### config.mk
export PLATFORM = sky130hd
export DESIGN_NAME = count_wrap_monitor
export DESIGN_NICKNAME = d
export VERILOG_FILES = /design/src/rtl/count_mon_pkg.sv /design/src/rtl/wrap_evt_fifo.sv /design/src/rtl/count_wrap_monitor.sv
export SDC_FILE = /design/constraint.sdc
export NUM_CORES = 1
export LEC_CHECK = 0
export BUFFER_PORTS_ARGS = -buffer_cell sky130_fd_sc_hd__buf_4
export CAP_MARGIN = 20
export CORE_UTILIZATION = 50
export DETAILED_ROUTE_END_ITERATION = 10
export HOLD_SLACK_MARGIN = 0.12
export PLACE_DENSITY_LB_ADDON = 0.1
export SETUP_SLACK_MARGIN = 0.3
export SLEW_MARGIN = 20
export SYNTH_ARGS = -nofsm -noshare
export SYNTH_HDL_FRONTEND = slang
export SYNTH_SLANG_ARGS = --single-unit
### constraint.sdc
create_clock -name clk -period 6.7 [get_ports clk]
set_clock_uncertainty 0.15 [all_clocks]
set_input_delay 1.34 -clock clk [delete_from_list [all_inputs] [get_ports clk]]
set_output_delay 1.34 -clock clk [all_outputs]
set_load 0.02 [all_outputs]
### src/rtl/count_mon_pkg.sv
// Shared constants and event payload layout for the counter wrap monitor.
//   CNT_W          : width of the monitored up/down counter
//   DEF_STAMP_W    : default timestamp / wrap counter width
//   DEF_FIFO_DEPTH : default event FIFO depth
//   wrap_evt_t     : {dir, stamp} event record at the default stamp width
package count_mon_pkg;

  localparam int unsigned CNT_W          = 4;
  localparam int unsigned DEF_STAMP_W    = 8;
  localparam int unsigned DEF_FIFO_DEPTH = 4;

  // dir = 1 for an up-wrap (15->0), 0 for a down-wrap (0->15)
  typedef struct packed {
    logic                   dir;
    logic [DEF_STAMP_W-1:0] stamp;
  } wrap_evt_t;

endpackage

### src/rtl/wrap_evt_fifo.sv
// Small synchronous FIFO for wrap events with valid/ready pop side.
//   clk, rst   : clock and synchronous active-high reset
//   push       : write push_data this edge (accepted unless full without pop)
//   push_data  : event payload
//   full_c     : combinational full indication
//   valid      : registered, FIFO non-empty
//   ready      : consumer pops head when valid
//   data       : head payload, stable while valid and not popped
//   level      : registered occupancy
module wrap_evt_fifo #(
  parameter  int unsigned DEPTH  = 4,
  parameter  int unsigned DATA_W = 9,
  localparam int unsigned PTR_W  = $clog2(DEPTH),
  localparam int unsigned LVL_W  = PTR_W + 1
) (
  input  logic              clk,
  input  logic              rst,
  input  logic              push,
  input  logic [DATA_W-1:0] push_data,
  output logic              full_c,
  output logic              valid,
  input  logic              ready,
  output logic [DATA_W-1:0] data,
  output logic [LVL_W-1:0]  level
);

  logic [DATA_W-1:0] r_mem [DEPTH];
  logic [PTR_W-1:0]  r_wr_ptr;
  logic [PTR_W-1:0]  r_rd_ptr;
  logic [LVL_W-1:0]  r_level;
  logic              r_valid;

  logic              w_pop;
  logic              w_acc;
  logic [LVL_W-1:0]  w_level_nxt;

  assign w_pop  = r_valid & ready;
  assign full_c = (r_level == LVL_W'(DEPTH));
  // A pop on the same edge frees a slot, so a full FIFO still takes the push
  assign w_acc  = push & (~full_c | w_pop);
  assign w_level_nxt = r_level + LVL_W'(w_acc) - LVL_W'(w_pop);

  // Pointers, occupancy and valid flag
  always_ff @(posedge clk) begin
    if (rst) begin
      r_wr_ptr <= '0;
      r_rd_ptr <= '0;
      r_level  <= '0;
      r_valid  <= 1'b0;
    end else begin
      if (w_acc) r_wr_ptr <= r_wr_ptr + PTR_W'(1);
      if (w_pop) r_rd_ptr <= r_rd_ptr + PTR_W'(1);
      r_level <= w_level_nxt;
      r_valid <= (w_level_nxt != '0);
    end
  end

  // Storage array; contents are don't-care until written
  always_ff @(posedge clk) begin
    if (w_acc) r_mem[r_wr_ptr] <= push_data;
  end

  assign data  = r_mem[r_rd_ptr];
  assign valid = r_valid;
  assign level = r_level;

endmodule

### src/rtl/count_wrap_monitor.sv
// Watches a 4-bit up/down counter and logs each wrap (15->0 going up,
// 0->15 going down) with a cycle timestamp into an event FIFO.
//   clk, rst   : clock and synchronous active-high reset
//   up, din    : counter direction and value being monitored
//   evt_*      : FIFO head (valid/ready, direction, timestamp)
//   wrap_cnt   : saturating count of all detected wraps
//   ovf        : sticky drop flag, cleared by clr_ovf
//   level      : FIFO occupancy
module count_wrap_monitor
  import count_mon_pkg::*;
#(
  parameter int unsigned FIFO_DEPTH = DEF_FIFO_DEPTH,
  parameter int unsigned STAMP_W    = DEF_STAMP_W
) (
  input  logic                        clk,
  input  logic                        rst,
  input  logic                        up,
  input  logic [CNT_W-1:0]            din,
  output logic                        evt_valid,
  input  logic                        evt_ready,
  output logic                        evt_dir,
  output logic [STAMP_W-1:0]          evt_stamp,
  output logic [STAMP_W-1:0]          wrap_cnt,
  output logic                        ovf,
  input  logic                        clr_ovf,
  output logic [$clog2(FIFO_DEPTH):0] level
);

  localparam logic [CNT_W-1:0] CNT_MAX = '1;
  localparam int unsigned      EVT_W   = STAMP_W + 1;

  logic [CNT_W-1:0]   r_prev;
  logic               r_up_q;
  logic               r_prev_vld;
  logic [STAMP_W-1:0] r_stamp;
  logic [STAMP_W-1:0] r_wrap_cnt;
  logic               r_ovf;

  logic               w_wrap_up;
  logic               w_wrap_dn;
  logic               w_wrap;
  logic               w_full;
  logic               w_pop;
  logic               w_drop;
  logic [EVT_W-1:0]   w_push_data;
  logic [EVT_W-1:0]   w_head;

  // Wrap detection compares the previous sample against the current one;
  // r_prev_vld masks the first edge after reset so a counter reset is ignored
  assign w_wrap_up = r_prev_vld &  r_up_q & (r_prev == CNT_MAX) & (din == '0);
  assign w_wrap_dn = r_prev_vld & ~r_up_q & (r_prev == '0)      & (din == CNT_MAX);
  assign w_wrap    = w_wrap_up | w_wrap_dn;

  assign w_pop       = evt_valid & evt_ready;
  assign w_drop      = w_wrap & w_full & ~w_pop;
  assign w_push_data = {w_wrap_up, r_stamp};

  // Sample history is captured every cycle, reset or not
  always_ff @(posedge clk) begin
    r_prev <= din;
    r_up_q <= up;
  end

  // Timestamp, wrap count and sticky overflow
  always_ff @(posedge clk) begin
    if (rst) begin
      r_prev_vld <= 1'b0;
      r_stamp    <= '0;
      r_wrap_cnt <= '0;
      r_ovf      <= 1'b0;
    end else begin
      r_prev_vld <= 1'b1;
      r_stamp    <= r_stamp + STAMP_W'(1);
      if (w_wrap && (r_wrap_cnt != '1)) r_wrap_cnt <= r_wrap_cnt + STAMP_W'(1);
      // A drop wins over a simultaneous clear
      if (w_drop)       r_ovf <= 1'b1;
      else if (clr_ovf) r_ovf <= 1'b0;
    end
  end

  wrap_evt_fifo #(
    .DEPTH  (FIFO_DEPTH),
    .DATA_W (EVT_W)
  ) u_fifo (
    .clk       (clk),
    .rst       (rst),
    .push      (w_wrap),
    .push_data (w_push_data),
    .full_c    (w_full),
    .valid     (evt_valid),
    .ready     (evt_ready),
    .data      (w_head),
    .level     (level)
  );

  assign evt_dir   = w_head[STAMP_W];
  assign evt_stamp = w_head[STAMP_W-1:0];
  assign wrap_cnt  = r_wrap_cnt;
  assign ovf       = r_ovf;

endmodule

# After elaboration in Yosys (flattened, before gate mapping)
# Memory sizes are Yosys's and may differ from the RTL's. A register that Yosys moved wholly into a read port is not among the register bits.
# Cells that the tools add are included.
# Widths: inputs -> output; s select.
[totals] latchBits=0 output_inout_bits=22 mem_bits_ro=0 ram_bits=36 n_memories=1 reg_bits=31
[memory_table] name="u_fifo.r_mem" depth=4 width=9 read_ports=1 rd_clocked_by_memory_dff=1 wr=1 line_no="wrap_evt_fifo.sv:27" text="logic [DATA_W-1:0] r_mem [DEPTH];"
[op_classes] n_eq_ne=4 n_shift=0 n_mux=7 reduce_logical=5 n_lt_le_gt_ge=0 div_mod_pow=0 mul=0 n_bitwise=15 add_sub_neg=6
[op_table] op="$add 8x1->8 const B" n=2
[op_table] op="$and 1x1->1" n=10
[op_table] op="$eq 4x4->1 const B" n=2
[op_table] op="$logic_not 4->1" n=2
[op_table] op="$ne 8x8->1 const B" n=1
[op_table] op="$mux 1" n=5
[op_table] op="$add 2x1->2 const B" n=2
[op_table] op="$mux 2" n=2
[op_table] op="$add 3x1->3" n=1
[op_table] op="$eq 3x3->1 const B" n=1
[op_table] op="$not 1->1" n=3
[op_table] op="$reduce_bool 3->1" n=1
[op_table] op="$sub 3x1->3" n=1
[op_table] op="$or 1x1->1" n=2
[op_table] op="$reduce_bool 2->1" n=1
[op_table] op="$logic_and 1x1->1" n=1

# Longest topological paths before layout
# Gate-level depths: netlist of the first run.
[logic_depth] word_depth=9 depth_mapped=9 ltp_nobuf=9

# Cells and area by module
# From an unflattened synthesis of the first run, not the netlist that was laid out.
[unflattened] cells_unflattened=196 area_unflattened_um2=2712.6
[by_module_without_submodules] mod="wrap_evt_fifo" instances=1 cells_each=104 area_each_um2=1834.3
[by_module_without_submodules] mod="count_wrap_monitor" instances=1 cells_each=92 area_each_um2=878.3

# Worst setup path before layout of the first run
# No wires, ideal clock.
[synth_timing] path_kind="input to register" from="input din[0]" to="register u_fifo.r_valid, in the netlist u_fifo.valid" t_arrival_ps=3155 n_path_buf=0 t_required_ps=6423 stages=7 setup_ps=127 setup_slack_ps=3267 path_cell_list="or4_4 -> nor3_4 -> o21a_1 -> ha_1 -> fa_1 -> nor2_1 -> a21oi_1"
[synth_between] elab_chain_len=7
[synth_rtl] item="start, declared" line_no="count_wrap_monitor.sv:18" text="input logic [CNT_W-1:0] din,"
[synth_rtl] item="$logic_not 4->1" line_no="count_wrap_monitor.sv:50" text="assign w_wrap_up = r_prev_vld & r_up_q & (r_prev == CNT_MAX) & (din == '0);"
[synth_rtl] item="$and 1x1->1" line_no="count_wrap_monitor.sv:50"
[synth_rtl] item="via w_wrap_up" line_no="count_wrap_monitor.sv:39" text="logic w_wrap_up;"
[synth_rtl] item="$or 1x1->1" line_no="count_wrap_monitor.sv:52" text="assign w_wrap = w_wrap_up | w_wrap_dn;"
[synth_rtl] item="$and 1x1->1" line_no="wrap_evt_fifo.sv:40" text="assign w_acc = push & (~full_c | w_pop);"
[synth_rtl] item="via u_fifo.w_acc" line_no="wrap_evt_fifo.sv:34" text="logic w_acc;"
[synth_rtl] item="$add 3x1->3" line_no="wrap_evt_fifo.sv:41" text="assign w_level_nxt = r_level + LVL_W'(w_acc) - LVL_W'(w_pop);"
[synth_rtl] item="$sub 3x1->3" line_no="wrap_evt_fifo.sv:41"
[synth_rtl] item="via u_fifo.w_level_nxt[1]" line_no="wrap_evt_fifo.sv:35" text="logic [LVL_W-1:0] w_level_nxt;"
[synth_rtl] item="$reduce_bool 3->1" line_no="wrap_evt_fifo.sv:54" text="r_valid <= (w_level_nxt != '0);"
[synth_rtl] item="end signal, assigned" line_no="wrap_evt_fifo.sv:54"
[synth_rtl] item="end, declared" line_no="wrap_evt_fifo.sv:31" text="logic r_valid;"
# The timed path passes the listed nets, and every way through them passes these cells.
# A chain may end at the register's enable or synchronous reset.

# Worst setup path in the final report of the first run
# Same ends and word-level chain as after synthesis.

==> results of run 1 <==
## critical path: cells and delay by family
family | cells | cell delay, ps
AOI/OAI and AO/OA | 2 | 400
and+or+nand+nor | 3 | 980
adders and majority gates | 2 | 680
buffers and inverters | 1 | 120
## layout by cell type, fill, tap and decap left out, types with 8 or more instances in the layout
| cell | instances |
|---|---|
| ha_1 | 8 |
| nand3_1 | 8 |
| nor2_1 | 16 |
| clkbuf_8 | 9 |
| mux4_2 | 9 |
| inv_1 | 9 |
| edfxtp_1 | 36 |
| dfxtp_1 | 33 |
| buf_4 | 30 |
## worst max path at each step
stage                              end  slack (ps)  depth (start not counted)
4_1_cts        u_fifo.valid$_SDFF_PP0_        3260                          8
3_5_place_dp   u_fifo.valid$_SDFF_PP0_        2950                          8
2_1_floorplan  u_fifo.valid$_SDFF_PP0_        3270                          7
3_3_place_gp   u_fifo.valid$_SDFF_PP0_        3040                          8
5_1_grt        u_fifo.valid$_SDFF_PP0_        3160                          8
6_report       u_fifo.valid$_SDFF_PP0_        3250                          8
## metal layers
layer	vias up	routed length, um
met1	738	1830
li1	752	-
met2	42	2350
met4	0	138
met5	-	0
met3	14	155
## final cells by class
| class | instances | area, um^2 |
|---|---|---|
| multi-input combinational | 104 | 872 |
| clock inverter | 4 | 42.5 |
| inverter | 9 | 33.8 |
| sequential | 69 | 1740 |
| tap | 70 | 87.6 |
| clock buffer | 12 | 135 |
| timing repair buffer | 30 | 225 |
| fill | 429 | 2000 |
## sequential cells by signal, indices dropped and copies added (netlist names), 2 cells and up, named ones only
signal and flops:
u_fifo.r_mem 36, r_stamp 8, wrap_cnt 8, r_prev 4, u_fifo.level 3, u_fifo.r_rd_ptr 2
u_fifo.r_wr_ptr 2
## power breakdown
group | leakage [nW] | switching, mW | internal (mW)
Combinational | 0.475 | 0.0622 | 0.0662
Sequential | 0.598 | 0.0229 | 0.458
Clock | 0.0894 | 0.136 | 0.169
## logic make-up (layout without fill, tap and decap cells)
group                    after synthesis  in the layout
flip-flops                            69             69
multiplexers                          11             11
adder cells (fa/ha/maj)                9              9
buffers and inverters                 15             55
AO/OA/AOI/OAI                         17             17
XOR/XNOR                              12             12
AND/OR/NAND/NOR                       55             55
==> metrics.txt, run 1 <==
total gr overflow 0; minimum clock period 3450 ps; Residual DRC 0; Yosys reg bits 69; post-synthesis adder-cell area fraction 4.49%; most frequent cells after synthesis 36 x edfxtp_1, 33 x dfxtp_1, 16 x nor2_1, 9 x inv_1, 9 x mux4_2; ys flop type edfxtp_1; hold path depth 2; met1 Use GR between 20% and 30%; Synth top area share 40.4%; Compound-Gate Fraction of Synth Area 3.79%; 1st-iter DRT viols between 100 and 150; Area Growth Syn to Fin 17.2%; worst r2r src r_up_q$_DFF_P_; Setup TNS 0 ps; Hold Crit Start ovf$_SDFFE_PP0P_; Post-Syn Area per Cell approximately 14 um^2; area of the mapped netlist ~0.0027 mm^2; routed wire length 4.47 mm; Synthesized Nets just over 200; synth unique cells 35; first-pass GRT wire length ~7 mm; most used routing layer met2; Die Wd about 75 um; layout cells sized above 1 roughly a quarter; final hold vios 0; top cells by area, synth edfxtp_1 40%, dfxtp_1 25%, mux4_2 7.6%, ha_1 3.7%, xor2_1 2.3%; crit path max fanout 7; CTS tree done; fin util 61.1%; Max Freq 0.290 GHz; gr usage total between 10% and 20%; largest net degree at the start of global routing 27; dpl hpwl 2.95 mm; CTS Buffer Depth 2; Clk Latency, worst-skew pair between 300 and 400 ps; post-cts sizing count 0; post-synthesis simple-gate area fraction approximately 12%; clk sinks 69; largest area contributor in the synthesized netlist edfxtp_1; largest family of logic cells by synthesized area simple AND/OR/NAND/NOR gates; worst hold path class reg2reg; Min Hold Slack 330 ps; sequential area share after synthesis 65.0%; vias per cell 5.19; Placed Cells between 200 and 300; antenna-violating nets left 0; final setup violation count 0; design area 0.00314 mm^2; FF-to-FF End u_fifo.valid$_SDFF_PP0_; CP cell instances buf_4 > or4_4 > nor3_4 > o21a_1 > ha_1 > fa_1 > nor2_1 > a21oi_1; xor/xnor cell area share of the yosys netlist just under 4%; antenna violations before repair 0; Finished Layout Cells between 200 and 300; unrepaired setup endpoints after global routing no; most numerous cell in the Yosys netlist edfxtp_1; clock root cell clkbuf_8; CP peak stage delay about 540 ps; core area slightly above 0.005 mm^2; Setup WS pre-CTS roughly 2900 ps; post-synthesis mux area share 8.32%; Final Max Tran Viols 0; Post-CTS Setup Inserts 0; Worst-Margin Slew 671 ps; Worst slew margin between 50% and 60%; dpl cell area slightly below 0.003 mm^2; Die Ht about 75 um; Reg2Reg Depth 7; ys async rst share 0%; Critical path origin din[0]; Die ar. 0.00565 mm^2; flop2flop setup slack about 4200 ps; Net count, final ~240; cts hold-fix bufs 0; status finished clean; EDFF count, synth 36; Port Buffers 30; crit path max-delay cell type or4_4; Leakage 1.16 nW; final worst-path cycle share around half; worst hold endpoint ovf$_SDFFE_PP0P_; Initial Util between 50 and 60%; first-pass iteration count of the detailed router 4; required time of the critical path about 6800 ps; CTS buffer count 9; GP Congestion about 0.87; wire length per cell ~15 um; Critical Path Source Type primary input; worst vdd ir roughly 170 uV; H-tree levels 3; cell count after synthesis between 150 and 200; Max Cap Viol 0; total chip power between 0.9 and 1 mW; total number of vias 1,546; crit path DAT between 3000 and 4000 ps; Antenna diodes 0; crit end category flop; GR Layer Usage met2 between 30 and 40%; PwrDens 292 mW/mm^2; Worst Setup Slack, final 3250 ps; met3 Use GR under 10%; vias in the first global route approximately 1,600; Yosys warnings 0; boundary pin count 31; Row Count 26; Worst-path clk slew roughly 60 ps; CP Class in2reg
Power figures use the tool's default switching activity.
==> run 2: changes to the inputs <==
==> constraint.sdc (replaced) <==
create_clock -name clk -period 2.8 [get_ports clk]
set_clock_uncertainty 0.15 [all_clocks]
set_input_delay 0.56 -clock clk [delete_from_list [all_inputs] [get_ports clk]]
set_output_delay 0.56 -clock clk [all_outputs]
set_load 0.02 [all_outputs]
==> run 2 against run 1 <==
Register-to-register slack got worse by 3800 ps. Combinational power increased by 140%. Clock power increased by 130%. Critical path depth decreased by 2. Hold slack got worse by 150 ps. Critical path type is now reg2reg. Critical endpoint is now wrap_cnt[4]$_SDFFE_PP0P_.
==> metrics.txt, run 2 (same netlist as run 1, synthesis figures left out) <==
Die ar. around 0.0057 mm^2; wire length per cell around 15 um; crit end category flop; crit path DAT about 2500 ps; commonest non-fill, non-tap cell in the layout edfxtp_1; Net count, final 246; CP cell instances or4b_4 > nor4_4 > buf_4 > o21ai_2 > or4b_1 > a21oi_1; required time of the critical path just under 3000 ps; 1st-iter DRT viols 86; GP Congestion 0.806; H-tree levels 3; crit path max-delay cell type or4b_4; hold path depth 1; Port Buffers 30; Antenna diodes 0; CTS buffer count 9; antenna violations before repair 0; CTS tree done; Clk Latency, worst-skew pair roughly 330 ps; Reg2Reg Depth 6; minimum clock period between 2000 and 2500 ps; first-pass GRT wire length around 7.2 mm; Worst-Margin Slew ~520 ps; CP Class reg2reg; worst vdd ir ~350 uV; CTS Buffer Depth 2; logic gate share of total power between 10% and 20%; Critical Path Source Type flop; most flop-heavy register u_fifo.r_mem; Residual DRC 0; Worst-path clk slew ~60 ps; unrepaired setup endpoints after global routing no; gr usage total 18.4%; worst r2r src r_up_q$_DFF_P_; Initial Util roughly 52%; internal power around 1.6 mW; switching part of the total power between 20% and 30%; cts hold-fix bufs 0; total gr overflow 0; Area Growth Syn to Fin 19.8%; flop2flop setup slack between 400 and 500 ps; Flop pwr share 53.4%; Final Max Tran Viols 0; vias per cell approximately 5.2; core area a little over 0.005 mm^2; clk sinks 69; total number of vias 1,590; final hold vios 0; PwrDens roughly 670 mW/mm^2; routed wire length ~4.5 mm; worst hold endpoint r_up_q$_DFF_P_; switching pwr 0.527 mW; most frequent cells in the layout 36 x edfxtp_1, 34 x buf_4, 32 x dfxtp_1; Die Ht 75.2 um; final setup violation count 0; Setup TNS 0 ps; CP peak stage delay 550 ps; status finished clean; FF-to-FF End wrap_cnt[4]$_SDFFE_PP0P_; worst hold path class in2reg; crit path max fanout 14; max reg flops 36; Die Wd between 70 and 80 um; largest net degree at the start of global routing 27; Max Freq 0.420 GHz; layout cells sized above 1 about 28%; Max Cap Viol 0; Worst slew margin 65.2%; first-pass iteration count of the detailed router 4; dpl hpwl ~3.1 mm; Hold Crit Start up; clock power share 32.1%; antenna-violating nets left 0; final worst-path cycle share 85.1%; filler cell count in the final layout roughly 430; Row Count 26; Leakage 1.19 nW; clock root cell clkbuf_8; Min Hold Slack approximately 180 ps; boundary pin count 31; vias in the first global route 1,586
==> run 2: metal layers <==
| metal | GRT usage [%] | vias up | part of all wire (%) |
|---|---|---|---|
| met5 | 0 | - | 0 |
| met4 | 16.3 | 0 | 3.6 |
| met3 | 4.15 | 15 | 4.6 |
| met2 | 29.7 | 49 | 52 |
| met1 | 20.4 | 765 | 40 |
| li1 | - | 761 | - |
==> run 2: repair_timing <==
item                                    in CTS  in global routing
endpoints found under the setup margin       9                 30
cloned                                       0                  0
buffers inserted                             0                  2
pin swaps                                    0                  2
gates resized for setup                      1                  2
==> run 2: power groups by stage <==
| stage | Sequential, mW | Clock, mW | Combinational (mW) |
|---|---|---|---|
| floorplan | 1.16 | 0 | 0.209 |
| global placement | 1.17 | 0 | 0.303 |
| detailed placement | 1.17 | 0 | 0.314 |
| CTS | 1.15 | 0.716 | 0.314 |
| global route | 1.16 | 0.762 | 0.344 |
| finish | 1.15 | 0.691 | 0.312 |
==> run 2: metrics by stage <==
stage | instance area [um^2] | util, % | power [mW] | std cells | worst slack, ps
detailed placement | 3010 | 58.5 | 1.49 | 285 | 67.3
global route | 3210 | 62.4 | 2.26 | 303 | 324
finish | 3210 | 62.4 | 2.15 | 303 | 418
global placement | 3010 | 58.5 | 1.47 | 285 | 123
floorplan | 2690 | - | 1.37 | 188 | 234
CTS | 3180 | 61.9 | 2.18 | 301 | 334
==> run 2: worst max-delay path: cells and delay by family (launching register included) <==
| family | cells | cell delay (ps) |
|---|---|---|
| simple gates | 3 | 1380 |
| flops | 1 | 310 |
| compound gates | 2 | 300 |
| buf+inv | 1 | 180 |
==> run 2: worst max path at each step <==
stage	from	cells after the start	to
global route	r_up_q$_DFF_P_	7	u_fifo.valid$_SDFF_PP0_
detailed placement	din[0]	8	u_fifo.valid$_SDFF_PP0_
CTS	r_up_q$_DFF_P_	7	u_fifo.valid$_SDFF_PP0_
floorplan	din[0]	7	u_fifo.valid$_SDFF_PP0_
global placement	din[0]	8	u_fifo.valid$_SDFF_PP0_
finish	r_up_q$_DFF_P_	6	wrap_cnt[4]$_SDFFE_PP0P_
==> run 2: layout make-up <==
class	instances	area, um^2	area share [%]
flip-flops and latches	69	1740	54.4
multi-input cells	104	896	27.9
well taps	70	87.6	2.73
clock buffers	14	163	5.07
repair buffers	35	275	8.58
clock inverters	2	8.76	0.273
inverters	9	33.8	1.05
